## config.mk

```make
export PLATFORM = sky130hd
export DESIGN_NAME = stopwatch_control
export DESIGN_NICKNAME = d
export VERILOG_FILES = /design/src/rtl/stopwatch_control_pkg.sv /design/src/rtl/stopwatch_control_tick_prescaler.sv /design/src/rtl/stopwatch_control.sv
export SDC_FILE = /design/constraint.sdc
export NUM_CORES = 1
export LEC_CHECK = 0
export ABC_AREA = 1
export CAP_MARGIN = 40
export CORE_UTILIZATION = 56
export DETAILED_ROUTE_END_ITERATION = 7
export DONT_BUFFER_PORTS = 1
export MAX_ROUTING_LAYER = met4
export PLACE_DENSITY_LB_ADDON = 0.1
export SYNTH_ARGS = -nofsm -noshare
export SYNTH_HDL_FRONTEND = slang
export SYNTH_SLANG_ARGS = --single-unit
```

## constraint.sdc

```tcl
create_clock -name clk -period 1.14 [get_ports clk]
set_input_delay 0.228 -clock clk [delete_from_list [all_inputs] [get_ports clk]]
set_output_delay 0.228 -clock clk [all_outputs]
set_load 0.1 [all_outputs]
```

## src/rtl/stopwatch_control_pkg.sv

```systemverilog
// Shared types and helpers for the stopwatch run/pause/lap/clear sequencer.
// State encoding is fixed so the display/debug tooling can decode it.
package stopwatch_control_pkg;

    typedef enum logic [1:0] {
        ST_IDLE  = 2'd0,
        ST_RUN   = 2'd1,
        ST_PAUSE = 2'd2,
        ST_LAP   = 2'd3
    } sw_state_e;

    // At most one button event acts per cycle, already priority-resolved.
    typedef enum logic [1:0] {
        EV_NONE  = 2'd0,
        EV_START = 2'd1,
        EV_LAP   = 2'd2,
        EV_CLEAR = 2'd3
    } btn_evt_e;

    localparam int unsigned BCD_DIGIT_W = 4;

    function automatic int unsigned clks_per_tick(input int unsigned board_hz,
                                                  input int unsigned tick_hz);
        return (tick_hz == 0) ? 0 : board_hz / tick_hz;
    endfunction

    function automatic int unsigned prescaler_width(input int unsigned cpt);
        return (cpt > 1) ? $clog2(cpt) : 1;
    endfunction

endpackage

```

## src/rtl/stopwatch_control_tick_prescaler.sv

```systemverilog
// Free-running tick prescaler: counts 0..CLKS_PER_TICK-1 while enabled,
// holds while disabled, and is forced to zero by rst or zero.
module tick_prescaler
    import stopwatch_control_pkg::*;
#(
    parameter int unsigned CLKS_PER_TICK = 4
) (
    input  logic clk,
    input  logic rst,
    input  logic enable,
    input  logic zero,
    output logic tick
);

    localparam int unsigned CNT_W = prescaler_width(CLKS_PER_TICK);
    localparam logic [CNT_W-1:0] CNT_LAST = CNT_W'(CLKS_PER_TICK - 1);

    logic [CNT_W-1:0] cnt_q;
    logic [CNT_W-1:0] cnt_d;

    always_comb begin
        cnt_d = cnt_q;
        if (zero) begin
            cnt_d = '0;
        end else if (enable) begin
            cnt_d = (cnt_q == CNT_LAST) ? '0 : cnt_q + CNT_W'(1);
        end
    end

    always_ff @(posedge clk) begin
        if (rst) begin
            cnt_q <= '0;
        end else begin
            cnt_q <= cnt_d;
        end
    end

    // Combinational: the parent registers it into count_en.
    assign tick = enable && (cnt_q == CNT_LAST);

endmodule

```

## src/rtl/stopwatch_control.sv

```systemverilog
// Stopwatch sequencer: button edge detection, run/pause/lap/clear FSM,
// counter enable/clear pulses, direction latch and lap snapshot display.
module stopwatch_control
    import stopwatch_control_pkg::*;
#(
    parameter int unsigned NUMBER_OF_DIGITS            = 4,
    parameter int unsigned BOARD_CLOCK_FREQUENCY_IN_HZ = 100_000_000,
    parameter int unsigned TICK_RATE_IN_HERTZ          = 100
) (
    input  logic                                  clk,
    input  logic                                  rst,
    input  logic                                  start_stop,
    input  logic                                  lap,
    input  logic                                  clear,
    input  logic                                  up_down_in,
    input  logic [BCD_DIGIT_W*NUMBER_OF_DIGITS-1:0] live_number,
    output logic                                  count_en,
    output logic                                  count_clr,
    output logic                                  count_up_down,
    output logic [BCD_DIGIT_W*NUMBER_OF_DIGITS-1:0] shown_number,
    output logic                                  running,
    output logic                                  lap_active
);

    localparam int unsigned NUM_W         = BCD_DIGIT_W * NUMBER_OF_DIGITS;
    localparam int unsigned CLKS_PER_TICK =
        clks_per_tick(BOARD_CLOCK_FREQUENCY_IN_HZ, TICK_RATE_IN_HERTZ);

    if (CLKS_PER_TICK < 2) begin : g_bad_tick_rate
        $error("stopwatch_control: CLKS_PER_TICK must be >= 2");
    end

    sw_state_e        state_q;
    btn_evt_e         evt;
    logic             ss_prev_q;
    logic             lap_prev_q;
    logic             clr_prev_q;
    logic             rise_ss;
    logic             rise_lap;
    logic             rise_clr;
    logic             tick;
    logic             active;
    logic             count_en_q;
    logic             count_clr_q;
    logic             dir_q;
    logic [NUM_W-1:0] hold_q;
    logic [NUM_W-1:0] shown_q;

    assign rise_ss  = start_stop & ~ss_prev_q;
    assign rise_lap = lap        & ~lap_prev_q;
    assign rise_clr = clear      & ~clr_prev_q;

    // Highest-priority edge wins; lower edges in the same cycle are dropped.
    always_comb begin
        evt = EV_NONE;
        if (rise_ss) begin
            evt = EV_START;
        end else if (rise_lap) begin
            evt = EV_LAP;
        end else if (rise_clr) begin
            evt = EV_CLEAR;
        end
    end

    assign active = (state_q == ST_RUN) || (state_q == ST_LAP);

    tick_prescaler #(
        .CLKS_PER_TICK (CLKS_PER_TICK)
    ) u_prescaler (
        .clk    (clk),
        .rst    (rst),
        .enable (active),
        .zero   (state_q == ST_IDLE),
        .tick   (tick)
    );

    always_ff @(posedge clk) begin
        if (rst) begin
            state_q     <= ST_IDLE;
            ss_prev_q   <= 1'b1;
            lap_prev_q  <= 1'b1;
            clr_prev_q  <= 1'b1;
            count_en_q  <= 1'b0;
            count_clr_q <= 1'b0;
            dir_q       <= 1'b1;
            hold_q      <= '0;
            shown_q     <= '0;
        end else begin
            ss_prev_q   <= start_stop;
            lap_prev_q  <= lap;
            clr_prev_q  <= clear;
            // A start edge on the tick cycle pauses and swallows that tick.
            count_en_q  <= tick && (evt != EV_START);
            count_clr_q <= 1'b0;
            shown_q     <= (state_q == ST_LAP) ? hold_q : live_number;
            if (state_q == ST_IDLE) begin
                dir_q <= up_down_in;
            end

            case (state_q)
                ST_IDLE: begin
                    if (evt == EV_START) begin
                        state_q <= ST_RUN;
                    end else if (evt == EV_CLEAR) begin
                        count_clr_q <= 1'b1;
                    end
                end
                ST_RUN: begin
                    if (evt == EV_START) begin
                        state_q <= ST_PAUSE;
                    end else if (evt == EV_LAP) begin
                        state_q <= ST_LAP;
                        hold_q  <= live_number;
                    end
                end
                ST_LAP: begin
                    if (evt == EV_START) begin
                        state_q <= ST_PAUSE;
                    end else if (evt == EV_LAP) begin
                        state_q <= ST_RUN;
                    end
                end
                ST_PAUSE: begin
                    if (evt == EV_START) begin
                        state_q <= ST_RUN;
                    end else if (evt == EV_CLEAR) begin
                        state_q     <= ST_IDLE;
                        count_clr_q <= 1'b1;
                    end
                end
                default: state_q <= ST_IDLE;
            endcase
        end
    end

    assign count_en      = count_en_q;
    assign count_clr     = count_clr_q;
    assign count_up_down = dir_q;
    assign shown_number  = shown_q;
    assign running       = active;
    assign lap_active    = (state_q == ST_LAP);

endmodule

```

==> impl_results.md <==
- Tightest Pin Transition: 0.341 ns
- Share of layout cells above drive strength 1: 41.9%
- Synthesized area per cell: 7.22 um^2
- Clk buf depth: 2
- Total congestion overflow: 0
- EDFF count, synth: 0
- Slew Limit Headroom: a little under 80%
- Leakage: roughly 1.6 nW
- Synth cell types: 33
- Arrival time worst endpoint: 1.71 ns
- Reg clk slew, reported paths: ~0.08 ns
- Crit Path Class: register to register
- All-Layer GR Usage: 35.5%
- Post-Syn Instances: 361
- # diodes: 0
- Initial antenna violation count: 0
- DR iter-0 viols: 307
- Port bufs: 0
- Vias in the first global route: 2829
- Non-Filler Instances: 505
- Dominant cell type by area after synthesis: dfxtp_1
- Failing checks: DRC, setup timing
- Die ar.: 0.00493 mm^2
- Setup ws final: -0.289 ns
- Detail Route Antenna Nets: 0
- # IOs: 43
- Setup violators final: 47
- Ys flop type: dfxtp_1
- Placed cells: 472
- CTS tree: yes
- PD cells: 1300 mW/mm^2
- Initial core utilization: 59.0%
- RSZ-0062 raised after global routing: yes
- Post-synth top area share: 46.1%
- Ys async rst share: 0%
- Vias per inst: 5.95
- Top post-synthesis cells by area: dfxtp_1 (46%), nor2_1 (15%), nand2_1 (8.2%)
- Synth cell count leaders: nor2_1 (105), dfxtp_1 (60), nand2_1 (57), o21ai_0 (32), inv_1 (26)
- WL met3: approximately 720 um
- MaxCap Viol Count: 0
- Most frequent cell after synthesis: nor2_1
- CTS Root Cell: clkbuf_8
- First-pass GRT wire length: 12900 um
- Final nets: approximately 470
- Core area: 0.00441 mm^2
- M1 WL: about 3300 um
- Syn nets: 384
- Setup crit end kind: register
- FF+latch count, synth: 60
- Worst Path Required: approximately 1.4 ns
- Worst setup SP type: register
- Fillers: 183
- # clock sinks: 60
- Maximum clock rate: 700 MHz
- Die width: 70.2 um
- DR vias: approximately 3000
- Pins Over Slew Limit: 0
- Post-DP HPWL: approximately 4800 um
- VDD IR-drop max: 0.00129 V
- Routed wire per std cell: 19.2 um
- Max layer used: met4
- Minimum clock period: 1.43 ns
- # DRC: 1
- Pre-CTS setup slack: -0.191 ns
- Status: complete, but fails checks
- Flop-to-flop setup slack: -0.29 ns
- Final period util: 125%
- Routability cong.: roughly 0.9
- Post-synthesis sequential area ratio: a little under half
- Hold crit path type: input pin to register
- CTS buffer count: 9
- Routed met2 length: 5050 um
- Die height: 70.2 um
- Drt first pass iters: 8
- Clk Latency, worst-skew pair: between 0.3 and 0.4 ns
- FP Rows: 24
- Post-Syn Area: 0.00260 mm^2
- Largest net degree at the start of global routing: 36
- Clk_skew: 0.00927 ns
- Final WL: 9710 um
- CP max FO: 8
- Yosys warning count: 0
- Htree depth: 3
- Area grow syn2layout: 53.7%
- Final hold viol count: 0
==> cells by family after synthesis <==
logic type | synth area share (%)
XOR/XNOR | 1.68
flip-flops | 46.1
AND/OR/NAND/NOR | 35.0
adder cells (fa/ha/maj) | 0.480
buffers and inverters | 7.25
AO/OA/AOI/OAI | 9.46
==> cell usage in the layout (no fill, tap or decap), types with 8 or more instances in the layout <==
| cell type | Yosys | routed |
|---|---|---|
| buf_12 | 0 | 22 |
| buf_4 | 1 | 49 |
| clkbuf_8 | 0 | 9 |
| dfxtp_1 | 60 | 31 |
| dfxtp_2 | 0 | 28 |
| inv_1 | 26 | 23 |
| nand2_1 | 57 | 49 |
| nand3_1 | 17 | 13 |
| nor2_1 | 105 | 87 |
| nor2_2 | 4 | 18 |
| nor2_4 | 4 | 8 |
| o21ai_0 | 32 | 18 |
| o21ai_1 | 4 | 14 |
==> cell type report <==
| type | count | area, um^2 | share of cell area, % |
|---|---|---|---|
| tap | 52 | 65.1 | 1.62 |
| sequential | 60 | 1240 | 31.0 |
| multi-input combinational | 263 | 1420 | 35.6 |
| inverter | 31 | 141 | 3.53 |
| clock buffer | 9 | 124 | 3.09 |
| timing repair buffer | 82 | 927 | 23.1 |
| clock inverter | 7 | 75.1 | 1.87 |
| timing repair inverter | 1 | 8.76 | 0.219 |
==> registers in the layout (all words and copies together), names as in the netlist <==
name               flops
u_prescaler.cnt_q     20
hold_q                16
shown_number          16
state_q                2
clr_prev_q             1
count_clr              1
count_en               1
count_up_down          1
lap_prev_q             1
ss_prev_q              1
==> where the power goes <==
part | switching [W] | internal [W] | total [W] | leakage, nW
Clock | 0.000958 | 0.00102 | 0.00198 | 0.0923
Combinational | 0.000625 | 0.000364 | 0.000989 | 1.01
Sequential | 0.0000522 | 0.00217 | 0.00222 | 0.499
==> path summary, 6_finish.rpt <==
check | from | endpoint | cells after the start
setup reg to reg | state_q[1] | u_prescaler.cnt_q[7] | 6
hold / removal | live_number[15] | shown_number[15] | 2
hold reg to reg | hold_q[15] | hold_q[15] | 2
setup / recovery | state_q[1] | u_prescaler.cnt_q[7] | 6
==> stage by stage <==
| stage | area [um^2] | hold WS, ns | util, % | TNS, ns | total power [W] |
|---|---|---|---|---|---|
| 2_1_floorplan | 2650 | 0.305 | - | -0.225 | 0.00277 |
| 5_1_grt | 4010 | 0.0109 | 90.7 | -10.22 | 0.00530 |
| 6_report | 4010 | 0.0173 | 90.7 | -8.54 | 0.00519 |
| 3_5_place_dp | 3410 | 0.314 | 77.3 | -6.26 | 0.00308 |
| 4_1_cts | 3790 | 0.00417 | 85.9 | -6.06 | 0.00504 |
| 3_3_place_gp | 3410 | 0.314 | 77.3 | -4.81 | 0.00306 |
==> routing by layer <==
| layer | global-route usage, % | up-vias |
|---|---|---|
| li1 | - | 1329 |
| met1 | 35.0 | 1414 |
| met2 | 61.3 | 195 |
| met3 | 11.0 | 69 |
| met4 | 20.9 | 0 |
| met5 | - | - |
==> repair_timing <==
| action | CTS | global route |
|---|---|---|
| endpoints found under the hold margin | 5 | 0 |
| gates resized for setup | 30 | 67 |
| pin swaps | 5 | 19 |
| hold buffers | 4 | 0 |
| gates cloned | 4 | 0 |
| endpoints found under the setup margin | 59 | 64 |
| setup buffers | 3 | 7 |
==> critical path, stage by stage (launching register included) <==
cell and delay, ns:
dfxtp_2 0.35, inv_1 0.17, nand2_2 0.15, inv_2 0.06, nor2_4 0.19, clkinvlp_4 0.28
nor2_1 0.17
Power figures use the tool's default switching activity.
